==> src/rtl/uart_cmd_engine.sv <==
// Byte-stream command engine: parses A5-framed commands from rx, answers with
// ACK/NAK on tx and drives injection, filter and mode registers.
module uart_cmd_engine #(
  parameter int NUM_CH         = 2,
  parameter int REPORT_BYTES   = 8,
  parameter int MAX_PAYLOAD    = 32,
  parameter int TIMEOUT_CYCLES = 1000000
) (
  input  logic                             clk,
  input  logic                             rst,
  input  logic [7:0]                       rx_data,
  input  logic                             rx_valid,
  output logic                             rx_ready,
  output logic [7:0]                       tx_data,
  output logic                             tx_valid,
  input  logic                             tx_ready,
  output logic [NUM_CH*REPORT_BYTES*8-1:0] inj_report,
  output logic [NUM_CH-1:0]                inj_valid,
  input  logic [NUM_CH-1:0]                inj_ack,
  output logic [31:0]                      filter_mask,
  output logic [7:0]                       mode,
  output logic [15:0]                      err_count
);

  localparam int PW = (MAX_PAYLOAD > 1) ? $clog2(MAX_PAYLOAD) : 1;
  localparam int TW = $clog2(TIMEOUT_CYCLES + 1);
  localparam logic [7:0]    MAX_LEN = 8'(MAX_PAYLOAD);
  localparam logic [7:0]    INJ_LEN = 8'(1 + REPORT_BYTES);
  localparam logic [TW-1:0] T_LAST  = TW'(TIMEOUT_CYCLES - 1);

  typedef enum logic [2:0] {
    IDLE, CMD, LEN, PAYLOAD, CKSUM, EXEC, RESP0, RESP1
  } state_t;

  state_t          state;
  logic [7:0]      cmd_q, len_q, sum_q, idx_q, resp_code;
  logic            cksum_ok;
  logic [TW-1:0]   timer;
  logic [7:0]      payload [MAX_PAYLOAD];
  logic [31:0]     filter_bytes;
  logic [NUM_CH-1:0] chan_hit;
  logic [7:0]      req_len, nak_code;
  logic            known_cmd, rx_fire;
  logic [15:0]     err_inc;

  assign rx_ready = !rst && (state inside {IDLE, CMD, LEN, PAYLOAD, CKSUM});
  assign rx_fire  = rx_valid && rx_ready;
  assign err_inc  = (err_count == 16'hFFFF) ? err_count : err_count + 16'd1;

  // Small payload buffers may be shorter than a filter word; missing bytes read as zero.
  for (genvar i = 0; i < 4; i++) begin : g_fb
    if (i < MAX_PAYLOAD) begin : g_in
      assign filter_bytes[i*8 +: 8] = payload[i];
    end else begin : g_out
      assign filter_bytes[i*8 +: 8] = 8'h00;
    end
  end

  always_comb begin
    chan_hit = '0;
    for (int c = 0; c < NUM_CH; c++) chan_hit[c] = (payload[0] == 8'(c));
    req_len   = 8'd0;
    known_cmd = 1'b1;
    case (cmd_q)
      8'h10:   req_len = INJ_LEN;
      8'h20:   req_len = 8'd4;
      8'h21:   req_len = 8'd1;
      8'h30:   req_len = 8'd0;
      default: known_cmd = 1'b0;
    endcase
    nak_code = 8'h00;
    if (!cksum_ok)                                          nak_code = 8'h01;
    else if (len_q > MAX_LEN)                               nak_code = 8'h03;
    else if (!known_cmd)                                    nak_code = 8'h02;
    else if (len_q != req_len)                              nak_code = 8'h03;
    else if (cmd_q == 8'h10 && chan_hit == '0)              nak_code = 8'h04;
    else if (cmd_q == 8'h10 && |(chan_hit & inj_valid))     nak_code = 8'h05;
  end

  always_ff @(posedge clk) begin
    if (rx_fire && state == PAYLOAD && idx_q < MAX_LEN) payload[idx_q[PW-1:0]] <= rx_data;
  end

  always_ff @(posedge clk) begin
    if (rst) begin
      state       <= IDLE;
      tx_valid    <= 1'b0;
      tx_data     <= 8'h00;
      inj_report  <= '0;
      inj_valid   <= '0;
      filter_mask <= 32'hFFFF_FFFF;
      mode        <= 8'h01;
      err_count   <= 16'd0;
      timer       <= '0;
      cmd_q       <= 8'h00;
      len_q       <= 8'h00;
      sum_q       <= 8'h00;
      idx_q       <= 8'h00;
      resp_code   <= 8'h00;
      cksum_ok    <= 1'b0;
    end else begin
      inj_valid <= inj_valid & ~inj_ack;
      case (state)
        IDLE: begin
          timer <= '0;
          if (rx_fire && rx_data == 8'hA5) state <= CMD;
        end
        CMD, LEN, PAYLOAD, CKSUM: begin
          if (rx_fire) begin
            timer <= '0;
            if (state == CMD) begin
              cmd_q <= rx_data;
              sum_q <= rx_data;
              state <= LEN;
            end else if (state == LEN) begin
              len_q <= rx_data;
              sum_q <= sum_q + rx_data;
              idx_q <= 8'h00;
              state <= (rx_data == 8'h00) ? CKSUM : PAYLOAD;
            end else if (state == PAYLOAD) begin
              sum_q <= sum_q + rx_data;
              idx_q <= idx_q + 8'd1;
              if (idx_q == len_q - 8'd1) state <= CKSUM;
            end else begin
              cksum_ok <= (rx_data == sum_q);
              state    <= EXEC;
            end
          end else if (timer == T_LAST) begin
            // Stalled frame: drop it and report a timeout NAK.
            state     <= RESP0;
            tx_valid  <= 1'b1;
            tx_data   <= 8'h15;
            resp_code <= 8'h06;
            err_count <= err_inc;
          end else begin
            timer <= timer + 1'b1;
          end
        end
        EXEC: begin
          state    <= RESP0;
          tx_valid <= 1'b1;
          if (nak_code != 8'h00) begin
            tx_data   <= 8'h15;
            resp_code <= nak_code;
            err_count <= err_inc;
          end else begin
            tx_data   <= 8'h06;
            resp_code <= cmd_q;
            case (cmd_q)
              8'h10: begin
                for (int c = 0; c < NUM_CH; c++) begin
                  if (chan_hit[c]) begin
                    inj_valid[c] <= 1'b1;
                    for (int k = 0; k < REPORT_BYTES; k++)
                      inj_report[(c*REPORT_BYTES+k)*8 +: 8] <= payload[1+k];
                  end
                end
              end
              8'h20:   filter_mask <= filter_bytes;
              8'h21:   mode        <= payload[0];
              default: ;
            endcase
          end
        end
        RESP0: begin
          if (tx_ready) begin
            tx_data <= resp_code;
            state   <= RESP1;
          end
        end
        RESP1: begin
          if (tx_ready) begin
            tx_valid <= 1'b0;
            tx_data  <= 8'h00;
            state    <= IDLE;
          end
        end
        default: state <= IDLE;
      endcase
    end
  end

endmodule

==> config.mk <==
export PLATFORM = sky130hd
export DESIGN_NAME = uart_cmd_engine
export DESIGN_NICKNAME = d
export VERILOG_FILES = /design/src/rtl/uart_cmd_engine.sv
export SDC_FILE = /design/constraint.sdc
export NUM_CORES = 1
export LEC_CHECK = 0
export CAP_MARGIN = 20
export CORE_ASPECT_RATIO = 1.5
export CORE_MARGIN = 2
export CORE_UTILIZATION = 26
export CTS_BUF_LIST = sky130_fd_sc_hd__clkbuf_16
export DETAILED_ROUTE_END_ITERATION = 12
export PLACE_DENSITY = 0.45
export SLEW_MARGIN = 25
export SYNTH_ARGS = -nofsm -noshare
export SYNTH_HDL_FRONTEND = slang
export SYNTH_SLANG_ARGS = --single-unit
==> constraint.sdc <==
create_clock -name clk -period 3.85 [get_ports clk]
set_input_delay 0.385 -clock clk [delete_from_list [all_inputs] [get_ports clk]]
set_output_delay 0.385 -clock clk [all_outputs]
set_load 0.1 [all_outputs]
== Yosys cells after proc, flatten, opt, wreduce, memory -nomap -nowiden ==
Memories as Yosys holds them, arrays and structs flattened.
Index checks and enable logic that the tools add are counted.
Word-level totals
  memories kept: 1
  input port bits: 14
  output and inout bits: 196
  word-level logic and storage cells: 149
  flip-flop bits (word level): 259
  memory bits (writable): 256
Cells by class
  bitwise gates (word level): 7
  order comparisons: 2
  equal/unequal tests: 27
  reduce and logical (&&, ||, !) cells: 38
  add/subtract/negate cells: 5
  multiplexer cells: 53
Memory list
  payload: words 32, bits a word 8, read ports 9, clocked after Yosys merged registers in 0, write ports 1, line 39  | logic [7:0] payload [MAX_PAYLOAD];
Operators with widths (count)
  8-bit 2-to-1 mux: 12
  16-bit 2-to-1 mux: 4
  3-bit 2-to-1 mux: 16
  20-bit 2-to-1 mux: 2
  20-bit case mux with 2 select lines: 1
  16-bit case mux with 2 select lines: 1
  8-bit case mux with 4 select lines: 1
  8-bit by 6-bit equality test with 1-bit output (second input constant): 3
  4-bit AND reduction: 6
  20-bit by 1-bit adder with 20-bit output (second input constant): 1
  20-bit equality test (second input constant): 1
  16-bit by 1-bit adder with 16-bit output (second input constant): 1
  16-bit equality test (second input constant): 1
  8-bit equality test: 2
  8-bit zero test: 2
  8-bit case mux with 2 select lines: 1
  3-bit case mux with 5 select lines: 1
  3-bit AND reduction: 5
  5-bit AND reduction: 3
  3-bit equality test (second input constant): 4
  4-bit case mux with 3 select lines: 1
  2-bit inequality test (second input constant): 5
  8-bit by 1-bit adder with 8-bit output (second input constant): 1
  8-bit adder: 1
  other kinds (31): 56

== Depth between registers and ports, before layout ==
An unclocked memory read counts as a cell.
  word-level depth: 14
  gate-level depth with buffers: 10
  gate-level depth less buffers: 10

== Worst setup path after synthesis ==
Ideal clock, no wire load.
  path kind: input-to-reg
  start point: input port rx_valid
  end point: memory payload[0][0] (enable)
  path buffers: 2
  setup slack: 692 ps
  data required time: 3452 ps
  setup time: 398 ps
  arrival time: 2760 ps
  stages: 7
  path through: buf_2 -> and4_1 -> clkbuf_1 -> nand2_1 -> or4_1 -> or2_2 -> nor4b_1
Between the ends
  cells in the longest elaborated chain, start to end: 5
Ends and longest elaborated chain
  from (decl): line 12  | input logic rx_valid,
  1-bit logical AND: line 47  | assign rx_fire = rx_valid && rx_ready;
  1-bit logical AND (2 in a row): line 81  | if (rx_fire && state == PAYLOAD && idx_q < MAX_LEN) payload[idx_q[PW-1:0]] <= rx_data;
  1-bit 2-to-1 mux: line 81
  1-bit 2-to-1 mux (not written as such): line 81
  to (decl): line 39
No other way between the ends.

== Final worst setup path ==
  start point: register cmd_q[2]
  end point: register inj_report[121] (read register of payload)
Between the ends
  cells in the longest elaborated chain, start to end: 11
  elaborated cells between the ends (all ways): 19
  classes of those cells: eq/ne (5); mux (8); bitwise (1); reduce/logical (5)
Ends and longest elaborated chain
  from (decl): line 36  | logic [7:0] cmd_q, len_q, sum_q, idx_q, resp_code;
  from (signal assigned): line 112  | cmd_q <= rx_data;
  branches (longest 10 deep; another with 8-bit by 6-bit equality test with 1-bit output)
  4-bit AND reduction (no source line) (*)
  to (decl): line 17  | output logic [NUM_CH*REPORT_BYTES*8-1:0] inj_report,
Mark *: on every way between the ends.
A chain may end at the register's enable or synchronous reset.

==> flow_summary.toml <==
[synth]
synth_top_family_by_area = "simple AND/OR/NAND/NOR gates"
ys_seq_area_frac = 0.555
synth-adder-area-share = 0.0165
synth_cells = 1437
ys_ff_latch = 331
yosys.area_share.simple = 0.221
synth_edf_count = 72
synthMuxAreaShare = 0.0108
synth-compound-area-share = 0.118
synth-xor-area-share = 0.0344
synth_cell_types = 68
syn_area_um2 = 13200
avgSynthCellArea_um2 = 9.21
async_flop_share = 0
syn_nets = 1467
synth_warnings = 0
synth_flop_cell = "dfxtp_1"

[layout]
final_cell_area_um2 = 17200
num-nets-final = 1660
area_growth_pct = 30.0
drive_gt1_frac = 0.0729
diodes = 0
fillCellCount = 5193

[place]
placed_area_um2 = 16000
place.gp.congestion = 0.760
port_buffers = 209
dp_hpwl_mm = 28.0

[worst_setup_path]
critPathArrivalTime_ps = 3660
critPathRequiredTime_ps = 4300
worstPathMaxFanout = 65
slowest_stage = "or4_1"
slowest_delay_ps = 660
path_class = "register to register"
path_cells = "or4_1 -> or3_1 -> o31ai_2 -> nor2_1 -> nand4_1 -> buf_4 -> nand2_1 -> a21oi_1"
end_kind = "register"
startpoint_type = "register"

[timing]
finClkSkew_ps = 23.0
worst_pin_slew_ps = 1100
setup_viol = 0
hold_violations = 0
slew-limit-headroom = 0.264
rsz0062_at_grt = "false"
fmax_mhz = 311
setup-tns-final_ps = 0
slew_violations = 0
layout_min_cycle_time_ps = 3220
period_share = 0.836

[cts]
cts-hold-fix-buffers = 0
cts_tree = "done"
clkLatencyLatePin_ps = 540
cts_buffers = 37
cts_setup_buffers = 0
clockRootBuffer = "clkbuf_16"
cts.sinks = 331
clk_path_buf_depth = 3
path_clk_slew_ps = 60
h-tree-depth = 2
post_cts_resized = 0

[route]
drc_errors = 0
routed_wl_mm = 41.3
num_vias = 10900
vias_per_cell = 4.67
ant_nets = 0
drtIter0Drc = 570
drt_first_pass_iters = 4
wl_per_cell_um = 17.7

[run_status]
status = "completed"

[power]
p_sw_w = 0.00161
power_density_nw_per_um2 = 417
combPwrFrac = 0.020
switching_share = 0.224
p_int_w = 0.00557
peakVddDrop_v = 0.000296
seqPwrFrac = 0.494
leakagePower_nw = 5.62
clockPowerShare = 0.486

[global_route]
overflow = 0
grtUsageTotal = 0.152
grt_max_degree = 192
grt_pass1_vias = 10500
grt_pass1_wl_mm = 62.6
antenna_found_initial = 0

[worst_hold_path]
holdCritPathClass = "register to register"

[floorplanning]
fp.dieH_um = 280
die_x_um = 188
start_util = 0.262
io_pins = 210
die_area_um2 = 52700
rows = 101
coreArea_um2 = 50400

[run]
drv_cap = 0
-- critical path, delay by kind of cell, from the launching register on --
kind | cells | cell delay (ps)
AO/OA/AOI/OAI | 2 | 570
AND/OR/NAND/NOR | 5 | 1540
buffers and inverters | 1 | 580
flip-flops | 1 | 310
-- sequential cells by signal, summed over array words and instances, names as in the netlist, 2 cells and up --
| register | cells |
|---|---|
| cmd_q | 8 |
| state | 3 |
| filter_mask | 32 |
| sum_q | 8 |
| tx_data | 8 |
| inj_report | 128 |
| mode | 8 |
| err_count | 16 |
| resp_code | 8 |
| payload | 72 |
| idx_q | 8 |
| timer | 20 |
| len_q | 8 |
| inj_valid | 2 |
-- final cells by class --
class | count | area, µm² | share of cell area
multi-input combinational | 996 | 5310 | 0.309
tap | 669 | 837 | 0.0487
sequential | 331 | 7350 | 0.427
clock buffer | 39 | 976 | 0.0567
inverter | 19 | 71.3 | 0.00415
timing repair buffer | 245 | 2440 | 0.142
clock inverter | 29 | 223 | 0.0129
-- through the flow --
step / cells / util / hold WS [ps] / power (W) / worst slack [ps]
2_1_floorplan: 1437 / - / 431 / 0.00369 / 692
3_3_place_gp: 2260 / 0.317 / 439 / 0.00377 / 577
3_5_place_dp: 2260 / 0.317 / 446 / 0.00377 / 543
4_1_cts: 2328 / 0.341 / 453 / 0.00729 / 637
5_1_grt: 2328 / 0.341 / 472 / 0.00743 / 343
6_report: 2328 / 0.341 / 450 / 0.00718 / 632
-- kinds of logic (layout without fill, tap and decap cells) --
| kind of cell | Yosys count | after routing |
|---|---|---|
| simple gates | 637 | 637 |
| xor+xnor | 52 | 52 |
| flops | 331 | 331 |
| compound gates | 276 | 276 |
| mux | 14 | 14 |
| fa+ha+maj | 17 | 17 |
| buf+inv | 110 | 332 |
-- worst paths after layout --
path,start,endpoint,slack (ps),cells past startpoint
max,cmd_q[2],inj_report[121],630,8
min,inj_report[94],inj_report[94],450,2
max reg2reg,cmd_q[2],inj_report[121],630,8
min reg2reg,inj_report[94],inj_report[94],450,2
-- routing by layer --
layer  vias up  wire length (µm)  part of all wire  GRT usage
li1       5341                 -                 -          -
met1      5227             16600              0.40      0.173
met2       234             21900              0.53      0.287
met3        59              1590             0.039     0.0226
met4         0              1130             0.027     0.0519
met5         -                 0                 0          0
-- placed cells by master (no fill, tap or decap), types with 4 or more instances in the layout --
cell / instances
buf_4: 31
mux2i_1: 12
edfxtp_1: 72
clkinv_2: 7
or3_1: 7
buf_12: 6
a21o_1: 4
nand4_1: 14
nand2_1: 326
dfxtp_1: 259
nor2_1: 115
nand3_1: 17
nor3_1: 59
a211oi_1: 6
clkdlybuf4s50_1: 207
nor4_1: 14
a31o_2: 6
a21oi_1: 206
clkbuf_16: 39
xnor2_1: 41
a311oi_1: 4
clkinv_1: 8
xor2_1: 11
ha_1: 15
nand2b_1: 9
o21ai_0: 18
and2_1: 5
nor4b_1: 4
nor3b_1: 10
and3_1: 17
or4_1: 7
inv_1: 23
-- synthesized netlist by cell type (14+ instances only) --
cell / count / share of area
nand2_1: 326 / 0.093
dfxtp_1: 259 / 0.39
inv_1: 18 / 0.0051
a21oi_1: 206 / 0.078
clkbuf_1: 50 / 0.014
xnor2_1: 41 / 0.027
edfxtp_1: 72 / 0.16
buf_6: 17 / 0.014
nand4_1: 14 / 0.0066
ha_1: 15 / 0.014
buf_2: 17 / 0.0064
nor2_1: 115 / 0.033
nor3_1: 59 / 0.022
nand3_1: 17 / 0.0064
and3_1: 17 / 0.0080
o21ai_0: 18 / 0.0068
nor4_1: 14 / 0.0066
-- power groups by stage --
stage	clock network (W)	registers (W)	logic, W
floorplan	0	0.00362	0.0000683
global placement	0	0.00362	0.000150
detailed placement	0	0.00362	0.000150
CTS	0.00360	0.00354	0.000150
global route	0.00373	0.00354	0.000160
finish	0.00349	0.00354	0.000147
Note: power is estimated with default switching activity, not from simulation.
